<file path="config.mk">
export PLATFORM = sky130hd
export DESIGN_NAME = jesd204b_tx_link_layer_flat
export DESIGN_NICKNAME = d
export VERILOG_FILES = /design/src/rtl/jesd204b_pkg.sv /design/src/rtl/jesd204b_tx_link_layer_if.sv /design/src/rtl/jesd204b_scrambler.sv /design/src/rtl/jesd204b_tx_link_layer.sv /design/src/flat_wrapper.sv
export SDC_FILE = /design/constraint.sdc
export NUM_CORES = 1
export LEC_CHECK = 0
export BUFFER_PORTS_ARGS = -buffer_cell sky130_fd_sc_hd__buf_2
export CORE_ASPECT_RATIO = 0.8
export CORE_MARGIN = 2
export CORE_UTILIZATION = 42
export DETAILED_ROUTE_END_ITERATION = 6
export GPL_ROUTABILITY_DRIVEN = 0
export SETUP_SLACK_MARGIN = 0.02
export SYNTH_ARGS = -nofsm -noshare
export SYNTH_HDL_FRONTEND = slang
export SYNTH_SLANG_ARGS = --single-unit
</file>
<file path="constraint.sdc">
create_clock -name clk -period 3.85 [get_ports clk]
set_input_delay 0.385 -clock clk [delete_from_list [all_inputs] [get_ports clk]]
set_output_delay 0.385 -clock clk [all_outputs]
set_load 0.05 [all_outputs]
</file>
<file path="src/rtl/jesd204b_pkg.sv">
// Shared JESD204B link-layer constants, state encoding and ILAS configuration helpers.
// Used by both the TX and RX link layers.
package jesd204b_pkg;

    localparam int K_PARAM  = 16;
    localparam int F_OCTETS = 4;
    localparam int ILAS_MF  = 4;

    localparam logic [7:0] K_28_5 = 8'hBC;  // /K/ comma
    localparam logic [7:0] CHAR_A = 8'h7C;  // /A/ multiframe end
    localparam logic [7:0] CHAR_R = 8'h1C;  // /R/ multiframe start
    localparam logic [7:0] CHAR_F = 8'hFC;  // /F/ frame end
    localparam logic [7:0] CHAR_Q = 8'h9C;  // /Q/ config start

    typedef enum logic [2:0] {
        ST_IDLE      = 3'd0,
        ST_CGS       = 3'd1,
        ST_ILAS      = 3'd2,
        ST_USER_DATA = 3'd3
    } link_state_t;

    // Configuration octets 0..12 of the ILAS second multiframe.
    function automatic logic [7:0] ilas_cfg_field(input logic [3:0] idx, input logic [7:0] did,
                                                  input logic [3:0] bid, input logic [4:0] lid,
                                                  input logic scr);
        case (idx)
            4'd0:    return did;
            4'd1:    return {4'h0, bid};
            4'd2:    return {3'h0, lid};
            4'd3:    return {scr, 7'h00};
            4'd4:    return 8'(F_OCTETS - 1);
            4'd5:    return 8'(K_PARAM - 1);
            4'd6:    return 8'h01;
            4'd7:    return 8'h0F;
            4'd8:    return 8'h0F;
            default: return 8'h00;
        endcase
    endfunction

    // Octet 13 is the checksum of octets 0..12.
    function automatic logic [7:0] ilas_cfg_octet(input logic [3:0] idx, input logic [7:0] did,
                                                  input logic [3:0] bid, input logic [4:0] lid,
                                                  input logic scr);
        logic [7:0] sum;
        sum = 8'h00;
        if (idx == 4'd13) begin
            for (int j = 0; j < 13; j++) sum = sum + ilas_cfg_field(4'(j), did, bid, lid, scr);
            return sum;
        end
        return ilas_cfg_field(idx, did, bid, lid, scr);
    endfunction

endpackage

</file>
<file path="src/rtl/jesd204b_tx_link_layer_if.sv">
// Sample input and lane output bundle of the JESD204B TX link layer.
// data_req acts as ready with an implied always-valid source: the sample on adc_data0/1 is
// consumed at every clock edge where data_req=1; the source must update it each such cycle.
interface jesd204b_tx_link_layer_if;
    logic [15:0] adc_data0;
    logic [15:0] adc_data1;
    logic        data_req;
    logic [31:0] tx_parallel_data;
    logic [3:0]  tx_datak;

    modport master (input adc_data0, adc_data1, output data_req, tx_parallel_data, tx_datak);
    modport slave  (output adc_data0, adc_data1, input data_req, tx_parallel_data, tx_datak);
endinterface

</file>
<file path="src/rtl/jesd204b_scrambler.sv">
// 32-bit parallel self-synchronizing scrambler, 1+x^14+x^15, bit 31 first, registered output.
// The 15-bit state holds the last 15 scrambled bits, so the far-end descrambler needs no seed.
module jesd204b_scrambler (
    input  logic        clk,
    input  logic        reset_b,
    input  logic        en,
    input  logic        bypass,
    input  logic [31:0] data_in,
    output logic [31:0] data_out
);
    logic [14:0] state_q;
    logic [14:0] sr;
    logic [31:0] scr;

    // sr[0] is the most recent scrambled bit, sr[13]/sr[14] are 14/15 bits back.
    always_comb begin
        sr  = state_q;
        scr = '0;
        for (int i = 31; i >= 0; i--) begin
            scr[i] = data_in[i] ^ sr[13] ^ sr[14];
            sr     = {sr[13:0], scr[i]};
        end
    end

    always_ff @(posedge clk or negedge reset_b) begin
        if (!reset_b) begin
            state_q  <= '0;
            data_out <= '0;
        end else if (en) begin
            if (bypass) begin
                data_out <= data_in;
            end else begin
                data_out <= scr;
                state_q  <= sr;
            end
        end
    end
endmodule

</file>
<file path="src/rtl/jesd204b_tx_link_layer.sv">
// JESD204B TX link layer, one lane, F=4 K=16: CGS, 4-multiframe ILAS, then user data
// with optional scrambling and octet-3 character replacement. Two-stage output pipeline.
module jesd204b_tx_link_layer
    import jesd204b_pkg::*;
#(
    parameter logic [7:0] DID = 8'h00,
    parameter logic [3:0] BID = 4'h0,
    parameter logic [4:0] LID = 5'h00
) (
    input  logic                          clk,
    input  logic                          reset_b,
    input  logic                          sync_b,
    input  logic                          sysref,
    input  logic                          scrambler_is_on,
    jesd204b_tx_link_layer_if.master      lnk,
    output logic [2:0]                    link_state
);
    link_state_t state, next_state;
    logic        sync_ff1, sync_s, sync_low_q, resync;
    logic        sysref_d, sysref_edge_q;
    logic [3:0]  lmfc_cnt;
    logic [5:0]  frame_cnt;
    logic [3:0]  fr_cnt;
    logic [1:0]  mf_cnt;
    logic        data_req_q;
    logic        in_link, next_in_link;
    logic [31:0] ilas_word;
    logic [3:0]  ilas_k;
    logic [31:0] s1_word;
    logic [3:0]  s1_k;
    logic        s1_is_data;
    logic [3:0]  s1_fr;
    logic [31:0] scr_word;
    logic [7:0]  prev_oct3;
    logic        prev_valid;
    logic [31:0] data_tx;
    logic [3:0]  data_k;
    logic [31:0] tx_q;
    logic [3:0]  k_q;

    assign fr_cnt = frame_cnt[3:0];
    assign mf_cnt = frame_cnt[5:4];

    always_ff @(posedge clk or negedge reset_b) begin
        if (!reset_b) begin
            sync_ff1   <= 1'b1;
            sync_s     <= 1'b1;
            sync_low_q <= 1'b0;
        end else begin
            sync_ff1   <= sync_b;
            sync_s     <= sync_ff1;
            sync_low_q <= ~sync_s;
        end
    end

    assign resync = ~sync_s & sync_low_q;

    // LMFC restarts at 0 the cycle after the registered SYSREF edge.
    always_ff @(posedge clk or negedge reset_b) begin
        if (!reset_b) begin
            sysref_d      <= 1'b0;
            sysref_edge_q <= 1'b0;
            lmfc_cnt      <= 4'd0;
        end else begin
            sysref_d      <= sysref;
            sysref_edge_q <= sysref & ~sysref_d;
            lmfc_cnt      <= sysref_edge_q ? 4'd0 : lmfc_cnt + 4'd1;
        end
    end

    always_comb begin
        next_state = state;
        case (state)
            ST_IDLE:      next_state = ST_CGS;
            ST_CGS:       if (sync_s && lmfc_cnt == 4'(K_PARAM - 1)) next_state = ST_ILAS;
            ST_ILAS: begin
                if (resync) next_state = ST_CGS;
                else if (mf_cnt == 2'(ILAS_MF - 1) && fr_cnt == 4'(K_PARAM - 1))
                    next_state = ST_USER_DATA;
            end
            ST_USER_DATA: if (resync) next_state = ST_CGS;
            default:      next_state = ST_IDLE;
        endcase
    end

    assign in_link      = (state == ST_ILAS) || (state == ST_USER_DATA);
    assign next_in_link = (next_state == ST_ILAS) || (next_state == ST_USER_DATA);

    always_ff @(posedge clk or negedge reset_b) begin
        if (!reset_b) begin
            state      <= ST_IDLE;
            frame_cnt  <= 6'd0;
            data_req_q <= 1'b0;
        end else begin
            state      <= next_state;
            frame_cnt  <= (in_link && next_in_link) ? frame_cnt + 6'd1 : 6'd0;
            data_req_q <= (next_state == ST_USER_DATA);
        end
    end

    assign link_state   = state;
    assign lnk.data_req = data_req_q;

    // Ramp data with /R/, /A/, /Q/ and configuration octets overlaid.
    always_comb begin
        ilas_k = 4'h0;
        for (int i = 0; i < 4; i++) ilas_word[8*i +: 8] = {2'b00, fr_cnt, 2'(i)};
        if (fr_cnt == 4'd0) begin
            ilas_word[7:0] = CHAR_R;
            ilas_k[0]      = 1'b1;
        end
        if (fr_cnt == 4'(K_PARAM - 1)) begin
            ilas_word[31:24] = CHAR_A;
            ilas_k[3]        = 1'b1;
        end
        if (mf_cnt == 2'd1) begin
            if (fr_cnt == 4'd0) begin
                ilas_word[15:8]  = CHAR_Q;
                ilas_k[1]        = 1'b1;
                ilas_word[23:16] = ilas_cfg_octet(4'd0, DID, BID, LID, scrambler_is_on);
                ilas_word[31:24] = ilas_cfg_octet(4'd1, DID, BID, LID, scrambler_is_on);
            end else if (fr_cnt <= 4'd3) begin
                for (int i = 0; i < 4; i++)
                    ilas_word[8*i +: 8] = ilas_cfg_octet({fr_cnt[1:0], 2'(i)} - 4'd2,
                                                         DID, BID, LID, scrambler_is_on);
            end
        end
    end

    jesd204b_scrambler u_scrambler (
        .clk      (clk),
        .reset_b  (reset_b),
        .en       (data_req_q),
        .bypass   (~scrambler_is_on),
        .data_in  ({lnk.adc_data0, lnk.adc_data1}),
        .data_out (scr_word)
    );

    // Stage 1 control word runs alongside the scrambler register.
    always_ff @(posedge clk or negedge reset_b) begin
        if (!reset_b) begin
            s1_word    <= '0;
            s1_k       <= '0;
            s1_is_data <= 1'b0;
            s1_fr      <= '0;
        end else begin
            s1_is_data <= (state == ST_USER_DATA);
            s1_fr      <= fr_cnt;
            case (state)
                ST_CGS: begin
                    s1_word <= {4{K_28_5}};
                    s1_k    <= 4'hF;
                end
                ST_ILAS: begin
                    s1_word <= ilas_word;
                    s1_k    <= ilas_k;
                end
                default: begin
                    s1_word <= '0;
                    s1_k    <= '0;
                end
            endcase
        end
    end

    // Scrambled word bit 31 is the first bit on the wire, so octet 0 comes from [31:24].
    always_comb begin
        data_tx = {scr_word[7:0], scr_word[15:8], scr_word[23:16], scr_word[31:24]};
        data_k  = 4'h0;
        if (scrambler_is_on) begin
            if (s1_fr == 4'(K_PARAM - 1)) data_k[3] = (scr_word[7:0] == CHAR_A);
            else                          data_k[3] = (scr_word[7:0] == CHAR_F);
        end else if (prev_valid && scr_word[7:0] == prev_oct3) begin
            data_tx[31:24] = (s1_fr == 4'(K_PARAM - 1)) ? CHAR_A : CHAR_F;
            data_k[3]      = 1'b1;
        end
    end

    // CGS bypasses stage 1 so a resync shows up one cycle after the state change.
    always_ff @(posedge clk or negedge reset_b) begin
        if (!reset_b) begin
            tx_q       <= '0;
            k_q        <= '0;
            prev_oct3  <= '0;
            prev_valid <= 1'b0;
        end else begin
            prev_valid <= s1_is_data;
            if (s1_is_data) prev_oct3 <= scr_word[7:0];
            case (state)
                ST_IDLE: begin
                    tx_q <= '0;
                    k_q  <= '0;
                end
                ST_CGS: begin
                    tx_q <= {4{K_28_5}};
                    k_q  <= 4'hF;
                end
                default: begin
                    tx_q <= s1_is_data ? data_tx : s1_word;
                    k_q  <= s1_is_data ? data_k  : s1_k;
                end
            endcase
        end
    end

    assign lnk.tx_parallel_data = tx_q;
    assign lnk.tx_datak         = k_q;
endmodule

</file>
<file path="src/flat_wrapper.sv">
// flat-port wrapper written by rule: the top's interface ports become plain ports
module jesd204b_tx_link_layer_flat import jesd204b_pkg::*;
#(
    parameter logic [7:0] DID = 8'h00,
    parameter logic [3:0] BID = 4'h0,
    parameter logic [4:0] LID = 5'h00
)
  (clk, reset_b, sync_b, sysref, scrambler_is_on, link_state, lnk_adc_data0, lnk_adc_data1, lnk_data_req, lnk_tx_parallel_data, lnk_tx_datak);
  jesd204b_tx_link_layer_if lnk_i ();
  input  logic clk;
  input  logic reset_b;
  input  logic sync_b;
  input  logic sysref;
  input  logic scrambler_is_on;
  output logic [2:0] link_state;
  input wire logic [$bits(lnk_i.adc_data0)-1:0] lnk_adc_data0;
  input wire logic [$bits(lnk_i.adc_data1)-1:0] lnk_adc_data1;
  output wire logic [$bits(lnk_i.data_req)-1:0] lnk_data_req;
  output wire logic [$bits(lnk_i.tx_parallel_data)-1:0] lnk_tx_parallel_data;
  output wire logic [$bits(lnk_i.tx_datak)-1:0] lnk_tx_datak;
  assign lnk_i.adc_data0 = lnk_adc_data0;
  assign lnk_i.adc_data1 = lnk_adc_data1;
  assign lnk_data_req = lnk_i.data_req;
  assign lnk_tx_parallel_data = lnk_i.tx_parallel_data;
  assign lnk_tx_datak = lnk_i.tx_datak;
  jesd204b_tx_link_layer #(.DID(DID), .BID(BID), .LID(LID)) u_core (.clk(clk), .reset_b(reset_b), .sync_b(sync_b), .sysref(sysref), .scrambler_is_on(scrambler_is_on), .lnk(lnk_i), .link_state(link_state));
endmodule
</file>
-- Yosys cells after proc, flatten, opt, wreduce, memory -nomap -nowiden
Index checks and enable logic that the tools add are counted.
W data, S select, Z words.
- multiplexer cells: 137
- bitwise operators: 68
- equality and inequality tests: 41
- $add $sub $neg: 54
- reductions and logical operators: 13
- order comparisons: 1
- operators by type and width (cell ; count):
    $mux W8 ; 92
    $add A8 B8 Y8 ; 48
    $mux W32 ; 4
    $pmux W32 S2 ; 2
    $pmux W8 S4 ; 4
    $eq A4 B3 Y1 const B ; 16
    $xor A1 B1 Y1 ; 64
    $eq A4 B4 Y1 const B ; 11
    $mux W24 ; 1
    $mux W1 ; 22
    $eq A4 B2 Y1 const B ; 4
    $pmux W4 S2 ; 2
    $sub A4 B2 Y4 const B ; 4
    $eq A3 B2 Y1 const B ; 4
    $mux W3 ; 4
    $mux W6 ; 2
    $pmux W3 S4 ; 1
    $reduce_or A3 Y1 ; 4
    $eq A8 B7 Y1 const B ; 1
    $eq A8 B8 Y1 ; 1
    $eq A8 B8 Y1 const B ; 1
    $mux W4 ; 2
    $mux W7 ; 1
    $add A6 B1 Y6 const B ; 1
    12 further kinds ; 18
- input port bits: 37
- logic and storage cells: 333
- output and inout bits: 40
- bits in registers: 152

-- Logic depth before layout (Yosys ltp)
Gate-level depths: netlist (run 1).
- depth after elaboration: 24
- gate-level depth with buffers: 6
- gate-level depth less buffers: 6

-- By module
From an unflattened synthesis (run 1), not the netlist that was laid out.
- cell total of the unflattened synthesis: 647
- area, all modules: 6859.1 um^2
- by module, submodules not included (module ; sequential area each (um^2) ; area each (um^2) ; instances ; cells an instance):
    jesd204b_tx_link_layer ; 2429.8 ; 3937.5 ; 1 ; 340
    jesd204b_scrambler ; 1176.1 ; 2921.6 ; 1 ; 307

-- Worst setup path after synthesis (run 1)
OpenSTA, ideal clock, no wires.
- path kind: reg-to-reg
- from: register u_core.u_scrambler.state_q[13]
- to: register u_core.u_scrambler.data_out[1]
- setup slack: 1940 ps
- cell stages (with the launch flop): 7
- setup time: 82 ps
- buffers on the path: 1
- arrival time: 1828 ps
- clock period less this slack: 1910 ps
- data required time: 3768 ps
- path through: dfrtp_1 > clkbuf_2 > xnor3_2 > xnor2_2 > xor3_1 > or3_1 > a31oi_1
- longest elaborated chain between the ends: 5
- elaborated cells on any way between the ends: 9
- those cells by class: mux (1); bitwise (8)
- ends and longest elaborated chain (what ; RTL line ; text):
    start, declared ; jesd204b_scrambler.sv:11 ; logic [14:0] state_q;
    start signal, assigned ; jesd204b_scrambler.sv:34 ; state_q <= sr;
    $xor A1 B1 Y1 (3 in a row) ; jesd204b_scrambler.sv:20 ; scr[i] = data_in[i] ^ sr[13] ^ sr[14];
    $xor A1 B1 Y1 (*) ; jesd204b_scrambler.sv:20 ;
    $mux W32 (*) ; jesd204b_scrambler.sv:30 ; if (bypass) begin
    end signal, assigned ; jesd204b_scrambler.sv:31 ; data_out <= data_in;
    end signal, assigned ; jesd204b_scrambler.sv:33 ; data_out <= scr;
    end, declared ; jesd204b_scrambler.sv:9 ; output logic [31:0] data_out
Every way passes the cells marked *; elsewhere a longest branch is shown, timed or not.
A chain may end at the register's enable or synchronous reset.

-- Final worst setup path (run 1)
- from: register u_core.state[1], in the netlist u_core.link_state[1]
- to: register u_core.s1_word[12]
- longest elaborated chain between the ends: 2
- elaborated cells on any way between the ends: 3
- those cells by class: eq/ne (2); mux (1)
- ends and longest elaborated chain (what ; RTL line ; text):
    start, declared ; jesd204b_tx_link_layer.sv:18 ; link_state_t state, next_state;
    start signal, assigned ; jesd204b_tx_link_layer.sv:95 ; state <= next_state;
    $eq A3 B2 Y1 / $eq A3 B1 Y1 (equally long branches) ; jesd204b_tx_link_layer.sv:149 ; case (state)
    $pmux W32 S2 (*) ; jesd204b_tx_link_layer.sv:149 ;
    end signal, assigned ; jesd204b_tx_link_layer.sv:151 ; s1_word <= {4{K_28_5}};
    end signal, assigned ; jesd204b_tx_link_layer.sv:155 ; s1_word <= ilas_word;
    end, declared ; jesd204b_tx_link_layer.sv:29 ; logic [31:0] s1_word;
Marked as above.

==> impl_metrics.tcl, run 1 <==
set metrics [dict create \
    antenna_found_initial 0 \
    rsz0062_at_grt "false" \
    dieWidth_um 145 \
    cts_sinks 144 \
    cp_max_fo 25 \
    pwr-share-comb 0.110 \
    skew_ps 9.89 \
    required_ps 4210 \
    clkPwrFrac 0.446 \
    numCtsBuffers 17 \
    syn_area_um2 6710 \
    power.density_nw_per_um2 467 \
    rows 41 \
    io_pins 77 \
    io_buffers 76 \
    postCtsHoldBufs 0 \
    area_growth_pct 16.3 \
    status "completed" \
    drc 0 \
    synth_top_flop_cell "dfrtp_1" \
    die_area_um2 17000 \
    die_h_um 117 \
    dr.pass1.iters 4 \
    first_global_vias 4458 \
    ys_ff_latch 144 \
    drive_gt1_frac 0.187 \
    cts_tree "yes" \
    layout.nets 738 \
    fillCellCount 1441 \
    worstMarginPinSlew_ps 1240 \
    fin_crit_ps 2520 \
    clk_pin_slew_ps 60 \
    peakVddDrop_v 0.000332 \
    core_um2 15700 \
    synth_cell_type_count 41 \
    synth_top_cell_by_area "dfrtp_1" \
    yosys_warnings 0 \
    cp-end-kind "flop" \
    dpl.hpwl_um 10900 \
    yosysSeqAreaShare 0.537 \
    power_leakage_nw 3.46 \
    setup_violations 0 \
    grt_use_total 0.194 \
    grt_pass1_wl_um 24700 \
    hold_path.class "in2async" \
    post_drt_wl_per_cell_um 16.9 \
    synth_common_cells "142 x dfrtp_1, 75 x nor2_1, 71 x xnor2_1" \
    avgSynthCellArea_um2 10.5 \
    synth-edff-count 0 \
    synth_top_area_frac 0.530 \
    grt_overflow_total 0 \
    intPower_mw 2.70 \
    pwr-share-seq 0.444 \
    wl_um 15600 \
    viasPerCell 4.92 \
    drv_slew 0 \
    ant_nets 0 \
    diodes 0 \
    final_hold_viol_count 0 \
    start_kind "flop" \
    max-slew-margin-rel 0.168 \
    critPathKind "reg2reg" \
    synthesis.nets 684 \
    cts.htree.levels 4 \
    drt_iter0_drc 322 \
    num_vias 4538 \
    async_reset_ff_frac 1.00 \
    max_freq_mhz 396 \
    cap_violations 0 \
    root_buffer "clkbuf_16" \
    cts.repair.resized 0 \
    synth.most_common_cell "dfrtp_1" \
    insertion_delay_ps 430 \
    netlist_instances 640 \
    ys_top_cells_by_area "dfrtp_1 53%, xnor2_1 9.3%, xor2_1 4.8%" \
    arrival_ps 2890 \
    grt_max_degree 89 \
    swShare 0.261 \
    power_switching_uw 952 \
    fin_tns_setup_ps 0 \
    start_util 0.427 \
    postCtsSetupBuffers 0 \
    cts_buffer_depth 2 \
    power_mw 3.65 \
    period_share 0.656 \
]
## layer usage
| metal | vias up | global-route usage | wire [um] |
|---|---|---|---|
| met3 | 20 | 0.0539 | 756 |
| met2 | 113 | 0.285 | 6810 |
| met4 | 0 | 0.0634 | 270 |
| met1 | 2209 | 0.280 | 7720 |
| met5 | - | 0 | 0 |
| li1 | 2196 | - | - |
## cell type report
| cell class | instances | area, um2 | share of cell area |
|---|---|---|---|
| flip-flops and latches | 144 | 3610 | 0.462 |
| multi-input cells | 444 | 2900 | 0.372 |
| clock buffers | 20 | 447 | 0.0572 |
| repair buffers | 80 | 417 | 0.0534 |
| well taps | 215 | 269 | 0.0345 |
| clock inverters | 12 | 134 | 0.0172 |
| inverters | 7 | 26.3 | 0.00337 |
## path summary, 6_finish.rpt
check,endpoint,slack [ps],cells after the start,from
max,u_core.s1_word[12]$_DFF_PN0_,1330,5,u_core.link_state[1]$_DFF_PN0_
min,u_core.lnk.tx_datak[0]$_DFF_PN0_,30,1,reset_b
max reg2reg,u_core.s1_word[12]$_DFF_PN0_,1330,5,u_core.link_state[1]$_DFF_PN0_
min reg2reg,u_core.sync_s$_DFF_PN1_,350,0,u_core.sync_ff1$_DFF_PN1_
max in group asynchronous,u_core.u_scrambler.data_out[19]$_DFFE_PN0P_,2900,2,reset_b
min in group clk,u_core.sync_ff1$_DFF_PN1_,60,1,sync_b
## cell families after synthesis
kind of cell	count (synthesis)	synth area share
buffers and inverters	52	0.0298
XOR/XNOR	117	0.169
AO/OA/AOI/OAI	110	0.0878
other	1	0.000559
AND/OR/NAND/NOR	179	0.115
multiplexers	30	0.0472
adder cells (fa/ha/maj)	7	0.0131
flip-flops	144	0.537
## per-stage QoR
step,cells,cell area (um2),utilization,hold WS (ps),setup WS [ps]
2_1_floorplan,640,6710,-,89.4,1940
3_3_place_gp,890,7220,0.460,347,1520
3_5_place_dp,890,7220,0.460,347,1500
4_1_cts,922,7800,0.497,45.3,1470
5_1_grt,922,7800,0.497,36.7,1140
6_report,922,7800,0.497,28.4,1330
## flip-flops by register name (all words and copies together) (netlist names), 3 cells and up
name and cells:
u_core.frame_cnt 6, u_core.link_state 3, u_core.lmfc_cnt 4, u_core.lnk.tx_datak 4
u_core.lnk.tx_parallel_data 32, u_core.prev_oct3 8, u_core.s1_fr 4, u_core.s1_k 4
u_core.s1_word 24, u_core.u_scrambler.data_out 32, u_core.u_scrambler.state_q 15
## power groups by stage
stage / sequential (mW) / clock, mW / combinational (mW)
finish: 1.62 / 1.63 / 0.402
global route: 1.63 / 1.72 / 0.441
CTS: 1.62 / 1.65 / 0.407
detailed placement: 1.65 / 0 / 0.405
global placement: 1.65 / 0 / 0.398
floorplan: 1.71 / 0 / 0.199
## worst max-delay path, stage by stage, from the launching register on
cell and delay, ps:
dfrtp_1 430, nor2_1 830, nand2_1 730, inv_1 260
o21ai_0 120, nand2_1 100
## layout by cell type (no fill, tap or decap), types with 8 or more instances in the layout
cell type,synthesis,routed
and3_1,8,8
o21ai_0,37,37
nor2_1,75,75
dfrtp_1,142,141
clkbuf_16,0,17
xnor2_1,71,71
mux2i_1,17,17
xor2_1,37,37
nor3_1,9,9
a21oi_1,58,58
buf_2,0,75
nand2_1,57,57
mux2_2,13,13
Note: power is estimated with default switching activity, not from simulation.
==> run 2, diff against run 1 <==
Clock period 3.85 ns to 2.1 ns, I/O delays scaled along.
==> run 2 against run 1 <==
Power increased by 85%. Sequential share of layout area fell by 1.3 points. Final area up 2.8%. Global-route usage up 0.59 points. Non-clock buffer count up 22. Clock-buffer cell count stayed put. Clock power grew 85%. First-iteration DRC count increased by 11%. Worst setup slack lost 1200 ps. Sequential cell count unchanged. Core utilization up 1.4 points. Clock skew increased by 3.5 ps. Critical path type is now reg2out. Critical endpoint is now lnk_data_req.
==> impl_metrics.tcl, run 2 (synthesis results as in run 1) <==
set metrics [dict create \
    cp_max_fo 65 \
    cts_buffer_depth 2 \
    cts_sinks 144 \
    num_vias 4701 \
    numCtsBuffers 17 \
    root_buffer "clkbuf_16" \
    rows 41 \
    reg2regPathDepth 5 \
    area_growth_pct 19.5 \
    cp_top_family "buffers and inverters" \
    core_um2 15700 \
    layout.nets 760 \
    grt_max_degree 66 \
    cts_tree "yes" \
    rsz0062_at_grt "false" \
    ant_nets 0 \
    critPathKind "reg2out" \
    drive_gt1_frac 0.209 \
    peakVddDrop_v 0.000497 \
    hold_path.class "in2reg" \
    cp-end-kind "output pin" \
    die_area_um2 17000 \
    insertion_delay_ps 430 \
    start_util 0.427 \
    io_buffers 76 \
    dr.pass1.iters 4 \
    required_ps 1890 \
    viasPerCell 4.98 \
    max_freq_mhz 519 \
    layout_common_cells "141 x dfrtp_1, 75 x nor2_1, 75 x buf_2" \
    setup_violations 0 \
    crit_slowest_cell "buf_4" \
    start_kind "flop" \
    grt_pass1_wl_um 25700 \
    grt_overflow_total 0 \
    die_h_um 117 \
    diodes 0 \
    layout_commonest_cell "dfrtp_1" \
    fin_tns_setup_ps 0 \
    final_hold_viol_count 0 \
    io_pins 77 \
    whs_ps 94.1 \
    wl_um 16100 \
    worstMarginPinSlew_ps 622 \
    period_share 0.917 \
    drt_iter0_drc 359 \
    skew_ps 13.4 \
    dpl.hpwl_um 11400 \
    max-slew-margin-rel 0.585 \
    final_util 0.511 \
    critPathMaxStageDelay_ps 510 \
    postCtsSetupBuffers 0 \
    first_global_vias 4693 \
    fin_crit_ps 1930 \
    clk_pin_slew_ps 60 \
    critical_path_depth 2 \
    antenna_found_initial 1 \
    power_mw 6.75 \
    cap_violations 0 \
    arrival_ps 1720 \
    drv_slew 0 \
    dieWidth_um 145 \
    worst-path-buf-inv 2 \
    post_drt_wl_per_cell_um 17.0 \
    cts.htree.levels 4 \
    drc 0 \
    grt_use_total 0.200 \
    power.density_nw_per_um2 842 \
    status "completed" \
    power_leakage_nw 3.58 \
    path_cells "buf_4, buf_2" \
    holdPathStages 3 \
]
-- run 2: final cells by class --
class                      count  area, um2
clock buffer                  20        457
inverter                       7       26.3
multi-input combinational    444       2900
timing repair buffer         102        627
tap                          215        269
clock inverter                12        131
sequential                   144       3610
fill                        1433       7680
-- run 2: path summary, 6_finish.rpt --
path	from	endpoint	slack, ps
hold reg to reg	u_core.sync_ff1$_DFF_PN1_	u_core.sync_s$_DFF_PN1_	360
hold / removal	lnk_adc_data1[1]	u_core.u_scrambler.data_out[1]$_DFFE_PN0P_	90
setup reg to reg	u_core.u_scrambler.state_q[12]$_DFFE_PN0P_	u_core.u_scrambler.data_out[0]$_DFFE_PN0P_	200
max in group asynchronous	reset_b	u_core.sync_s$_DFF_PN1_	1080
setup / recovery	u_core.lnk.data_req$_DFF_PN0_	lnk_data_req	170
min in group asynchronous	reset_b	u_core.lnk.tx_datak[0]$_DFF_PN0_	340
-- run 2: per-stage QoR --
step	instances	setup slack, ps	cell area [um2]
final	944	175	8020
after global placement	909	276	7400
after CTS	944	154	8020
after global routing	944	89.3	8020
after floorplan	640	190	6710
after detailed placement	909	210	7400
-- run 2: tightest hold or removal path, delay by kind of cell --
| kind | cells | cell delay [ps] |
|---|---|---|
| compound gates | 2 | 150 |
| buf+inv | 1 | 120 |
-- run 2: per-layer routing --
| layer | share of wire | GRT usage | vias up |
|---|---|---|---|
| met4 | 0.019 | 0.0784 | 0 |
| met2 | 0.46 | 0.300 | 105 |
| met1 | 0.49 | 0.284 | 2318 |
| met3 | 0.041 | 0.0453 | 24 |
| met5 | 0 | 0 | - |
| li1 | - | - | 2254 |
-- run 2: repair_timing --
action | 4_1_cts | 5_1_grt
hold buffers | 3 | 0
gates resized for setup | 0 | 0
endpoints found under the hold margin | 58 | 0
-- run 2: report_power, final --
part,total [mW],switching (mW),internal (mW),leakage (nW)
registers,2.97,0.0751,2.89,1.76
logic,0.771,0.485,0.287,1.55
clock network,3.01,1.20,1.81,0.279
total,6.75,1.76,4.99,3.58
==> run 3, diff against run 2 <==
Settings changed: MAX_ROUTING_LAYER set to met4.
Clock period 2.1 ns to 1.7 ns, I/O delays scaled along.
==> run 3 against run 2 <==
Clock-buffer cell count up 2. First-iteration DRC count fell by 29%. Register-to-register slack got worse by 370 ps. Worst hold slack worse by 32 ps. Final cell count rose by 3.4%. The run now ends with negative setup slack left. Final area is 4.8% higher. Die area did not move. Wire length grew 3.7%. Combinational power rose by 35%. Worst setup slack got worse by 340 ps.
==> impl_metrics.tcl, run 3 (synthesis results as in run 1) <==
set metrics [dict create \
    status "complete, but fails checks" \
    violations "negative setup slack" \
    drv_slew 0 \
    whs_ps 62.6 \
    ant_nets 0 \
    worstMarginPinSlew_ps 519 \
    cp_top_family "XOR/XNOR gates" \
    num_vias 4768 \
    dr.pass1.iters 4 \
    wl_um 16700 \
    setup_slack_ps -165 \
    grt_max_degree 66 \
    cts.htree.levels 4 \
    core_um2 15700 \
    max-slew-margin-rel 0.654 \
    grt_use_total 0.214 \
    cp-end-kind "flop" \
    dpl.hpwl_um 11900 \
    dp_slack_ps -191 \
    fin_crit_ps 1870 \
    power_leakage_nw 3.77 \
    required_ps 2040 \
    io_buffers 76 \
    cp_max_fo 3 \
    root_buffer "clkbuf_16" \
    intPower_mw 6.33 \
    layout_common_cells "139 x dfrtp_1, 75 x buf_2, 74 x nor2_1" \
    power_mw 8.47 \
    pwr-share-comb 0.123 \
    grt_overflow_total 0 \
    rows 41 \
    path_cells "xnor3_2, xnor2_4, xor3_1, or3_1, a31oi_1" \
    worst-path-buf-inv 0 \
    critPathMaxStageDelay_ps 420 \
    cts_tree "yes" \
    insertion_delay_ps 420 \
    grt_pass1_wl_um 26600 \
    max_freq_mhz 536 \
    drc 0 \
    arrival_ps 2210 \
    dieWidth_um 145 \
    layout.nets 792 \
    diodes 0 \
    area_growth_pct 25.3 \
    antenna_found_initial 0 \
    critPathKind "reg2reg" \
    clk_pin_slew_ps 60 \
    layout_commonest_cell "dfrtp_1" \
    period_share 1.10 \
    skew_ps 12.1 \
    power.density_nw_per_um2 1010 \
    swShare 0.253 \
    final_hold_viol_count 0 \
    pwr-share-seq 0.432 \
    fin_area_um2 8410 \
    first_global_vias 4822 \
    cts_buffer_depth 2 \
    start_util 0.427 \
    io_pins 77 \
    crit_slowest_cell "xnor3_2" \
    dpl_cell_area_um2 7710 \
    start_kind "flop" \
    clkPwrFrac 0.445 \
    drt_iter0_drc 255 \
    power_switching_mw 2.14 \
    numCtsBuffers 17 \
    final_util 0.535 \
    cts_sinks 144 \
    drive_gt1_frac 0.255 \
    hold_path.class "in2reg" \
    die_area_um2 17000 \
    die_h_um 117 \
    post_drt_wl_per_cell_um 17.1 \
    peakVddDrop_v 0.000688 \
    viasPerCell 4.89 \
    cap_violations 0 \
    rsz0062_at_grt "true" \
    setup_violations 4 \
]
## run 3: cell count changes in the layout (fill, tap and decap cells not counted), moves of 3 or more
cell	before	now
o21ai_1	0	4
clkbuf_1	1	4
o21ai_0	37	33
buf_12	3	7
buf_4	20	46
## run 3: power by group through the flow
stage	Sequential [mW]	Clock, mW	Combinational (mW)
finish	3.66	3.77	1.04
global placement	3.71	0	1.01
CTS	3.66	3.84	1.04
detailed placement	3.72	0	1.02
floorplan	3.87	0	0.458
global route	3.67	4.00	1.13
## run 3: cell type report
class                   count  area (um2)
well taps                 215         269
fillers                  1425        7290
multi-input cells         444        2980
repair buffers            134         925
flip-flops and latches    144        3610
inverters                   7        26.3
clock inverters            10         138
clock buffers              22         454
## run 3: timing repair
action,CTS,global route
pin swaps,4,3
hold buffers,3,0
setup endpoints to repair,9,23
resized for setup,8,12
cloned,0,0
endpoints found under the hold margin,49,0
setup buffers,0,1
## run 3: metrics by stage
step	TNS, ps	cells
6_report	-480	976
5_1_grt	-787	976
4_1_cts	-508	976
3_5_place_dp	-481	941
3_3_place_gp	-243	941
2_1_floorplan	-271	640
## run 3: worst paths after layout
check                      cells after the start                                          to  slack, ps                                        from
hold / removal                                 3  u_core.u_scrambler.data_out[1]$_DFFE_PN0P_         60                            lnk_adc_data1[1]
hold reg to reg                                0                     u_core.sync_s$_DFF_PN1_        350                   u_core.sync_ff1$_DFF_PN1_
min in group asynchronous                      2            u_core.lnk.tx_datak[1]$_DFF_PN0_        260                                     reset_b
setup / recovery                               5  u_core.u_scrambler.data_out[1]$_DFFE_PN0P_       -170  u_core.u_scrambler.state_q[13]$_DFFE_PN0P_
max in group asynchronous                      3                   u_core.sync_ff1$_DFF_PN1_        810                                     reset_b
setup reg to reg                               5  u_core.u_scrambler.data_out[1]$_DFFE_PN0P_       -170  u_core.u_scrambler.state_q[13]$_DFFE_PN0P_
## run 3: worst reg2reg max path, stage by stage (launching register included)
cell and delay (ps):
dfrtp_1 390, xnor3_2 420, xnor2_4 200, xor3_1 300
or3_1 330, a31oi_1 160
## run 3: metal layers
metal | vias to the layer above | wire [um] | track usage
li1 | 2310 | - | -
met1 | 2351 | 8250 | 0.296
met2 | 97 | 7620 | 0.323
met3 | 10 | 643 | 0.0457
met4 | 0 | 173 | 0.0569
met5 | - | 0 | -
